==> src/rtl/countdown_pkg.sv <==
// Shared types and digit limits for the MM:SS countdown timer.
package countdown_pkg;

   typedef enum logic [1:0] {
      IDLE  = 2'd0,
      RUN   = 2'd1,
      PAUSE = 2'd2,
      DONE  = 2'd3
   } cd_state_t;

   // Largest value a BCD units digit may hold.
   localparam int UNITS_MAX = 9;
   // Largest value a tens digit may hold (minutes and seconds).
   localparam int TENS_MAX  = 5;

endpackage

==> src/rtl/down_digit.sv <==
// One decimal digit of the countdown: clamped load, decrement with wrap to MAX,
// and a borrow strobe that feeds the next more significant digit.
module down_digit #(
   parameter int W   = 4,
   parameter int MAX = 9
) (
   input  logic         clk,
   input  logic         reset,
   input  logic         load,
   input  logic [W-1:0] load_val,
   input  logic         dec,
   output logic [W-1:0] q,
   output logic         borrow_out
);

   localparam logic [W-1:0] MAX_V = W'(MAX);

   // Digit register: a load (clamped to MAX) wins over a decrement; 0 wraps to MAX.
   always_ff @(posedge clk or negedge reset) begin
      if (!reset) begin
         q <= '0;
      end else if (load) begin
         q <= (load_val > MAX_V) ? MAX_V : load_val;
      end else if (dec) begin
         q <= (q == '0) ? MAX_V : (q - W'(1));
      end else begin
         q <= q;
      end
   end

   assign borrow_out = dec && (q == '0);

endmodule

==> src/rtl/countdown_timer.sv <==
// Loadable MM:SS countdown timer with pause/resume, expiry flag and optional
// auto-reload of the last loaded preset.
module countdown_timer
   import countdown_pkg::*;
#(
   parameter bit AUTO_RELOAD = 1'b0
) (
   input  logic       clk,
   input  logic       reset,
   input  logic       tick,
   input  logic       load,
   input  logic [2:0] load_min_tens,
   input  logic [3:0] load_min_units,
   input  logic [2:0] load_sec_tens,
   input  logic [3:0] load_sec_units,
   input  logic       start,
   input  logic       pause,
   output logic [2:0] min_tens,
   output logic [3:0] min_units,
   output logic [2:0] sec_tens,
   output logic [3:0] sec_units,
   output logic       running,
   output logic       expired,
   output logic       done_pulse
);

   cd_state_t  state_r, nxt_state_s;
   logic       running_r, expired_r, done_pulse_r;
   logic [2:0] pre_mt_r, pre_st_r;
   logic [3:0] pre_mu_r, pre_su_r;

   logic       dig_load_s, use_user_s, dec_s, pulse_s;
   logic       su_borrow_s, st_borrow_s, mu_borrow_s, mt_borrow_s;
   logic       count_zero_s, count_one_s, preset_zero_s;
   logic [2:0] ld_mt_s, ld_st_s;
   logic [3:0] ld_mu_s, ld_su_s;

   assign count_zero_s  = (min_tens == 3'd0) && (min_units == 4'd0) &&
                          (sec_tens == 3'd0) && (sec_units == 4'd0);
   assign count_one_s   = (min_tens == 3'd0) && (min_units == 4'd0) &&
                          (sec_tens == 3'd0) && (sec_units == 4'd1);
   assign preset_zero_s = (pre_mt_r == 3'd0) && (pre_mu_r == 4'd0) &&
                          (pre_st_r == 3'd0) && (pre_su_r == 4'd0);

   // Digits take the user inputs on an accepted load, otherwise the stored preset.
   assign ld_mt_s = use_user_s ? load_min_tens  : pre_mt_r;
   assign ld_mu_s = use_user_s ? load_min_units : pre_mu_r;
   assign ld_st_s = use_user_s ? load_sec_tens  : pre_st_r;
   assign ld_su_s = use_user_s ? load_sec_units : pre_su_r;

   // Next-state and datapath control; priority load > pause > start > tick.
   always_comb begin
      nxt_state_s = state_r;
      dig_load_s  = 1'b0;
      use_user_s  = 1'b0;
      dec_s       = 1'b0;
      pulse_s     = 1'b0;
      case (state_r)
         IDLE, PAUSE: begin
            if (load) begin
               dig_load_s  = 1'b1;
               use_user_s  = 1'b1;
               nxt_state_s = IDLE;
            end else if (pause) begin
               nxt_state_s = state_r;
            end else if (start) begin
               if ((state_r == IDLE) && count_zero_s) begin
                  nxt_state_s = DONE;
                  pulse_s     = 1'b1;
               end else begin
                  nxt_state_s = RUN;
               end
            end else begin
               nxt_state_s = state_r;
            end
         end
         RUN: begin
            if (pause) begin
               nxt_state_s = PAUSE;
            end else if (tick) begin
               if (count_zero_s) begin
                  // Only reachable with auto-reload: 00:00 was shown for one tick.
                  if (preset_zero_s) begin
                     nxt_state_s = DONE;
                  end else begin
                     dig_load_s  = 1'b1;
                     nxt_state_s = RUN;
                  end
               end else begin
                  dec_s = 1'b1;
                  if (count_one_s) begin
                     pulse_s = 1'b1;
                     if (AUTO_RELOAD) begin
                        nxt_state_s = RUN;
                     end else begin
                        nxt_state_s = DONE;
                     end
                  end else begin
                     nxt_state_s = RUN;
                  end
               end
            end else begin
               nxt_state_s = RUN;
            end
         end
         DONE: begin
            if (load) begin
               dig_load_s  = 1'b1;
               use_user_s  = 1'b1;
               nxt_state_s = IDLE;
            end else begin
               nxt_state_s = DONE;
            end
         end
         default: begin
            nxt_state_s = IDLE;
         end
      endcase
   end

   // State, registered status outputs and the preset captured on a user load.
   always_ff @(posedge clk or negedge reset) begin
      if (!reset) begin
         state_r      <= IDLE;
         running_r    <= 1'b0;
         expired_r    <= 1'b0;
         done_pulse_r <= 1'b0;
         pre_mt_r     <= 3'd0;
         pre_mu_r     <= 4'd0;
         pre_st_r     <= 3'd0;
         pre_su_r     <= 4'd0;
      end else begin
         if (mt_borrow_s) begin
            // A borrow out of the top digit means the count underflowed; stop there.
            state_r   <= DONE;
            running_r <= 1'b0;
            expired_r <= 1'b1;
         end else begin
            state_r   <= nxt_state_s;
            running_r <= (nxt_state_s == RUN);
            expired_r <= (nxt_state_s == DONE);
         end
         done_pulse_r <= pulse_s;
         if (dig_load_s && use_user_s) begin
            pre_mt_r <= load_min_tens;
            pre_mu_r <= load_min_units;
            pre_st_r <= load_sec_tens;
            pre_su_r <= load_sec_units;
         end else begin
            pre_mt_r <= pre_mt_r;
            pre_mu_r <= pre_mu_r;
            pre_st_r <= pre_st_r;
            pre_su_r <= pre_su_r;
         end
      end
   end

   assign running    = running_r;
   assign expired    = expired_r;
   assign done_pulse = done_pulse_r;

   down_digit #(.W(4), .MAX(UNITS_MAX)) u_sec_units (
      .clk(clk), .reset(reset), .load(dig_load_s), .load_val(ld_su_s),
      .dec(dec_s), .q(sec_units), .borrow_out(su_borrow_s)
   );

   down_digit #(.W(3), .MAX(TENS_MAX)) u_sec_tens (
      .clk(clk), .reset(reset), .load(dig_load_s), .load_val(ld_st_s),
      .dec(su_borrow_s), .q(sec_tens), .borrow_out(st_borrow_s)
   );

   down_digit #(.W(4), .MAX(UNITS_MAX)) u_min_units (
      .clk(clk), .reset(reset), .load(dig_load_s), .load_val(ld_mu_s),
      .dec(st_borrow_s), .q(min_units), .borrow_out(mu_borrow_s)
   );

   down_digit #(.W(3), .MAX(TENS_MAX)) u_min_tens (
      .clk(clk), .reset(reset), .load(dig_load_s), .load_val(ld_mt_s),
      .dec(mu_borrow_s), .q(min_tens), .borrow_out(mt_borrow_s)
   );

endmodule

==> config.mk <==
export PLATFORM = sky130hd
export DESIGN_NAME = countdown_timer
export DESIGN_NICKNAME = d
export VERILOG_FILES = /design/src/rtl/countdown_pkg.sv /design/src/rtl/down_digit.sv /design/src/rtl/countdown_timer.sv
export SDC_FILE = /design/constraint.sdc
export NUM_CORES = 1
export LEC_CHECK = 0
export BUFFER_PORTS_ARGS = -buffer_cell sky130_fd_sc_hd__buf_2
export CORE_MARGIN = 4
export CORE_UTILIZATION = 48
export DETAILED_ROUTE_END_ITERATION = 12
export PLACE_DENSITY = 0.75
export SETUP_SLACK_MARGIN = 0.1
export SLEW_MARGIN = 20
export SYNTH_ARGS = -nofsm -noshare
export SYNTH_HDL_FRONTEND = slang
export SYNTH_SLANG_ARGS = --single-unit
==> constraint.sdc <==
create_clock -name clk -period 2.6 [get_ports clk]
set_clock_uncertainty 0.15 [all_clocks]
set_input_delay 0.26 -clock clk [delete_from_list [all_inputs] [get_ports clk]]
set_output_delay 0.26 -clock clk [all_outputs]
set_load 0.05 [all_outputs]
Yosys cells after proc, flatten, opt, wreduce, memory -nomap -nowiden
Index checks and enable logic that the tools add are counted.
Storage, ports and cells
  output and inout port bits: 17
  bits in registers: 33
  bits of input ports: 20
  logic and storage cells: 108
Operators by class
  add/sub/neg operators: 4
  reduce and logical (&&, ||, !) cells: 28
  order comparisons: 4
  mux-type cells: 54
  eq/ne operators: 6
Operator list (number)
  4-bit 2-to-1 mux: 10
  3-bit 2-to-1 mux: 10
  2-bit 2-to-1 mux: 11
  1-bit 2-to-1 mux: 20
  4-bit zero test: 4
  1-bit logical AND: 13
  3-bit zero test: 4
  4-bit greater-than comparator (second input constant): 2
  2-bit nonzero test: 4
  4-bit by 1-bit subtractor with 4-bit output (second input constant): 2
  2-bit == test (second input constant): 3
  3-bit greater-than comparator (second input constant): 2
  2-bit case mux with 3 select lines: 1
  3-bit by 1-bit subtractor with 3-bit output (second input constant): 2
  2-bit by 1-bit == test with 1-bit output (second input constant): 2
  4-bit by 1-bit == test with 1-bit output (second input constant): 1
  1-bit case mux with 2 select lines: 2
  3-bit OR reduction: 1
  2-bit zero test: 1
  2-bit OR reduction: 1

Logic depth before layout (Yosys ltp)
  word-level depth: 13
  mapped depth: 7
  mapped depth without buffers: 5

Cells and area by module
From an unflattened synthesis, not the netlist that was laid out.
Second synthesis, totals
  cell total of the unflattened synthesis: 170
  area, all modules: 1948.1 um2
By module, submodules not included
  countdown_timer: cells each 85, area each 1067.3 um2, sequential area each 475.5 um2, times used 1
  down_digit (u_min_tens ...): cells each 19, area each 190.2 um2, sequential area each 75.1 um2, times used 2
  down_digit (u_sec_units): cells each 24, area each 255.2 um2, sequential area each 100.1 um2, times used 1
  down_digit (u_min_units): cells each 23, area each 245.2 um2, sequential area each 100.1 um2, times used 1

Least setup slack after synthesis
No wires, ideal clock.
  path kind: register -> register
  start: register u_min_units.q[1]
  end: register u_sec_units.q[1]
  setup time: 0.087 ns
  cell stages (with the launch flop): 7
  data required time: 2.363 ns
  path slack: -0.062 ns
  path buffers: 1
  period minus slack after synthesis: 2.662 ns
  data arrival time: 2.425 ns
  cell sequence: dfrtp_1 > or4_1 > buf_2 > or4_4 > o31ai_4 > nand3_1 > o211ai_1
On the way
  word-level cells in the longest chain between the ends: 9
  elaborated cells on any way between the ends: 14
  classes of those cells: mux (9); reduce/logical (5)
Ends and longest elaborated chain
  from (decl): line down_digit.sv:12  | output logic [W-1:0] q,
  from (signal assigned): line down_digit.sv:23  | q <= (load_val > MAX_V) ? MAX_V : load_val;
  from (signal assigned): line down_digit.sv:25  | q <= (q == '0) ? MAX_V : (q - W'(1));
  from (signal assigned): line down_digit.sv:27  | q <= q;
  4-bit zero test (*): line countdown_timer.sv:38  | assign count_zero_s = (min_tens == 3'd0) && (min_units == 4'd0) &&
  1-bit logical AND (*) (2 in series): line countdown_timer.sv:38
  1-bit logical AND (*): line countdown_timer.sv:39  | (sec_tens == 3'd0) && (sec_units == 4'd0);
  1-bit 2-to-1 mux: line countdown_timer.sv:81  | if (count_zero_s) begin
  1-bit 2-to-1 mux: line countdown_timer.sv:80  | end else if (tick) begin
  1-bit 2-to-1 mux: line countdown_timer.sv:78  | if (pause) begin
  1-bit case mux with 2 select lines / 1-bit 2-to-1 mux (equally long branches): line countdown_timer.sv:58  | case (state_r)
  4-bit 2-to-1 mux / 2-bit nonzero test (equally long branches)
  to (signal assigned): line down_digit.sv:23
  to (signal assigned): line down_digit.sv:25
  to (signal assigned): line down_digit.sv:27
  to (decl): line down_digit.sv:12
Every way passes the cells marked *; elsewhere a longest branch is shown, timed or not.
A chain may end at the register's enable or synchronous reset.

Worst setup path after layout
  start: register u_min_units.q[0]
  end: register u_sec_units.q[0]
The elaborated chain is that of the path after synthesis.

==> impl_metrics.tcl <==
set metrics [dict create \
    portBuffers 36 \
    switching_share 0.435 \
    clock_path_buffers 2 \
    startpoint_type "register" \
    cts_tree "done" \
    grt_overflow_total 0 \
    placed_area_um2 2030 \
    io_pins 37 \
    crit_family "simple AND/OR/NAND/NOR gates" \
    clk_latency_ns 0.34 \
    drt_first_pass_iters 4 \
    place_ws_ns 0.104 \
    die_y_um 68.3 \
    ys_types 51 \
    synth-seq-cells 33 \
    grt.total_usage 0.212 \
    root_buffer "clkbuf_4" \
    ys_warn_count 0 \
    cts.htree.levels 2 \
    ir_drop_mv 0.354 \
    critPathKind "reg2reg" \
    routed_wirelength_mm 4.58 \
    fin_area_um2 2190 \
    slowest_stage "or4_4" \
    place_congestion 0.943 \
    cp_cell_sequence "or4_4, nor4_4, a31oi_2, a2111oi_1, a311o_1" \
    drt_iter0_drc 136 \
    start_util 0.511 \
    synthTopCellsByArea "dfrtp_1, mux2_2, mux2i_1, nor2_1, nor3_1" \
    yosysSeqAreaShare 0.473 \
    synth_top_cell_area_share 0.473 \
    async_flop_share 1.00 \
    hold_ws_ns 0.0155 \
    setup_slack_ns 0.160 \
    avgViaCountPerCell 5.96 \
    instances_no_fill 268 \
    crit_required_ns 2.72 \
    min_period_ns 2.44 \
    max_freq_mhz 410 \
    post-route-period-util 0.938 \
    slew_viol_final 0 \
    grt_max_degree 34 \
    num_rows 21 \
    whs_path_depth 3 \
    yosysMostFrequentCell "dfrtp_1" \
    remaining_drc_errors 0 \
    status "complete, no violations" \
    synthCells 168 \
    routedWlPerCell_um 17.1 \
    min_from "load_sec_tens[1]" \
    finalNetCount 241 \
    synth.largest_area_cell "dfrtp_1" \
    grt_pass1_wl_mm 7.38 \
    synth_common_cells "dfrtp_1, nor2_1, mux2_2, nand2_1, nor3_1" \
    die_x_um 68.3 \
    clock-sinks 33 \
    hold_path.class "in2reg" \
    cts_buffers 5 \
    ys.flop_type "dfrtp_1" \
    critPathBufInv 0 \
    power_frac_comb 0.417 \
    cp-end-kind "register" \
    synth_enable_flop_cells 0 \
    tightest_slew_ns 0.743 \
    area_delta_synth_final_pct 25.4 \
    p_clk_frac 0.180 \
    rsz0062_at_grt "true" \
    report.power.total_mw 1.86 \
    finalHoldViolCount 0 \
    critPathMaxStageDelay_ns 0.59 \
    dieArea_um2 4670 \
    timing.rr.start "u_min_units.q[0]" \
    p_int_mw 1.05 \
    clk_pin_slew_ns 0.10 \
    rrSetupSlack_ns 0.16 \
    drive_gt1_frac 0.374 \
    switchingPower_uw 811 \
    final_antenna_net_count 0 \
    post-dp-hpwl_mm 3.34 \
    max_cap_viol_count 0 \
    r2r_cells 5 \
    diodes 0 \
    power.density_nw_per_um2 850 \
    fin_util 0.641 \
    arrival_ns 2.56 \
    core_area_um2 3420 \
    place_inst 252 \
    antenna_found_initial 0 \
    syn_nets 188 \
    grt_pass1_vias 1556 \
    vias 1598 \
    synth_area_um2 1750 \
    finalSetupViolCount 0 \
    min_to "pre_st_r[1]" \
    leakagePower_nw 0.975 \
    pwr-share-seq 0.403 \
    fin_tns_setup_ns 0 \
    reg2reg_to "u_sec_units.q[0]" \
    crit_fanout 4 \
    avgSynthCellArea_um2 10.4 \
    maxSlewHeadroom 0.505 \
]
worst min-delay path: cells and delay by family:
kind	cells	cell delay, ns
multiplexers	1	0.07
buffers and inverters	2	0.13
layout by cell type, fill, tap and decap left out, types with 2 or more instances in the layout:
cell and count:
a311o_1 2, mux2_2 9, mux2i_1 7, nor2b_1 2
nand3_1 4, and2_1 3, o21ai_1 3, or4_4 3
a21o_1 2, dlygate4sd3_1 3, or4_1 2, dfrtp_2 6
nand2_1 9, clkbuf_8 2, nor2_1 13, o211ai_1 4
or3_1 5, a21oi_1 6, buf_4 9, nor4_1 3
a31oi_1 2, nor3_1 9, dfrtp_1 27, buf_2 37
clkbuf_4 5, o21ai_0 4, inv_1 8
how the worst max path moves through the flow:
stage	depth (start not counted)	slack, ns	start	end
after floorplan	6	0.12	u_min_units.q[3]	u_sec_units.q[0]
after CTS	5	0.11	u_sec_units.q[1]	u_sec_units.q[3]
after detailed placement	5	0.10	u_sec_units.q[1]	u_sec_units.q[1]
after global placement	5	0.16	u_min_units.q[3]	u_sec_units.q[0]
final	5	0.16	u_min_units.q[0]	u_sec_units.q[0]
after global routing	5	0.1	u_min_units.q[0]	u_sec_units.q[3]
cells by family after synthesis:
kind of cell / after synthesis / synth area share
and+or+nand+nor: 66 / 0.220
AOI/OAI and AO/OA: 40 / 0.177
xor gates and xnor gates: 1 / 0.00502
buffers and inverters: 12 / 0.0272
muxes: 16 / 0.0981
DFF: 33 / 0.473
area by class of cell:
| class | count | area (µm²) |
|---|---|---|
| Sequential cell | 33 | 833 |
| Fill cell | 283 | 1230 |
| Clock buffer | 7 | 65.1 |
| Inverter | 8 | 30.0 |
| Clock inverter | 1 | 5.00 |
| Multi-Input combinational cell | 123 | 905 |
| Tap cell | 46 | 57.6 |
| Timing Repair Buffer | 50 | 294 |
what timing repair did:
action,CTS,global route
hold buffers,2,1
resized for setup,1,6
setup buffers,1,3
hold endpoints to repair,34,1
gates cloned,0,1
endpoints found under the setup margin,2,11
pin swaps,1,4
routing by layer:
layer / vias up / track usage / share of wire
met3: 16 / 0.0690 / 0.082
met1: 759 / 0.275 / 0.41
met4: 0 / 0.0521 / 0.024
li1: 749 / - / -
met2: 74 / 0.342 / 0.48
met5: - / 0 / 0
sequential cells by signal, indices dropped and copies added, names as in the netlist, 3 cells and up:
signal	cells
pre_mt_r	3
pre_mu_r	4
pre_st_r	3
pre_su_r	4
u_min_tens.q	3
u_min_units.q	4
u_sec_tens.q	3
u_sec_units.q	4
power by group through the flow:
stage | combinational (mW) | sequential (mW) | clock [mW]
floorplan | 0.305 | 0.964 | 0
global placement | 0.706 | 0.748 | 0
detailed placement | 0.718 | 0.757 | 0
CTS | 0.728 | 0.747 | 0.342
global route | 0.829 | 0.769 | 0.366
finish | 0.777 | 0.750 | 0.334
(Power assumes the default switching activity.)
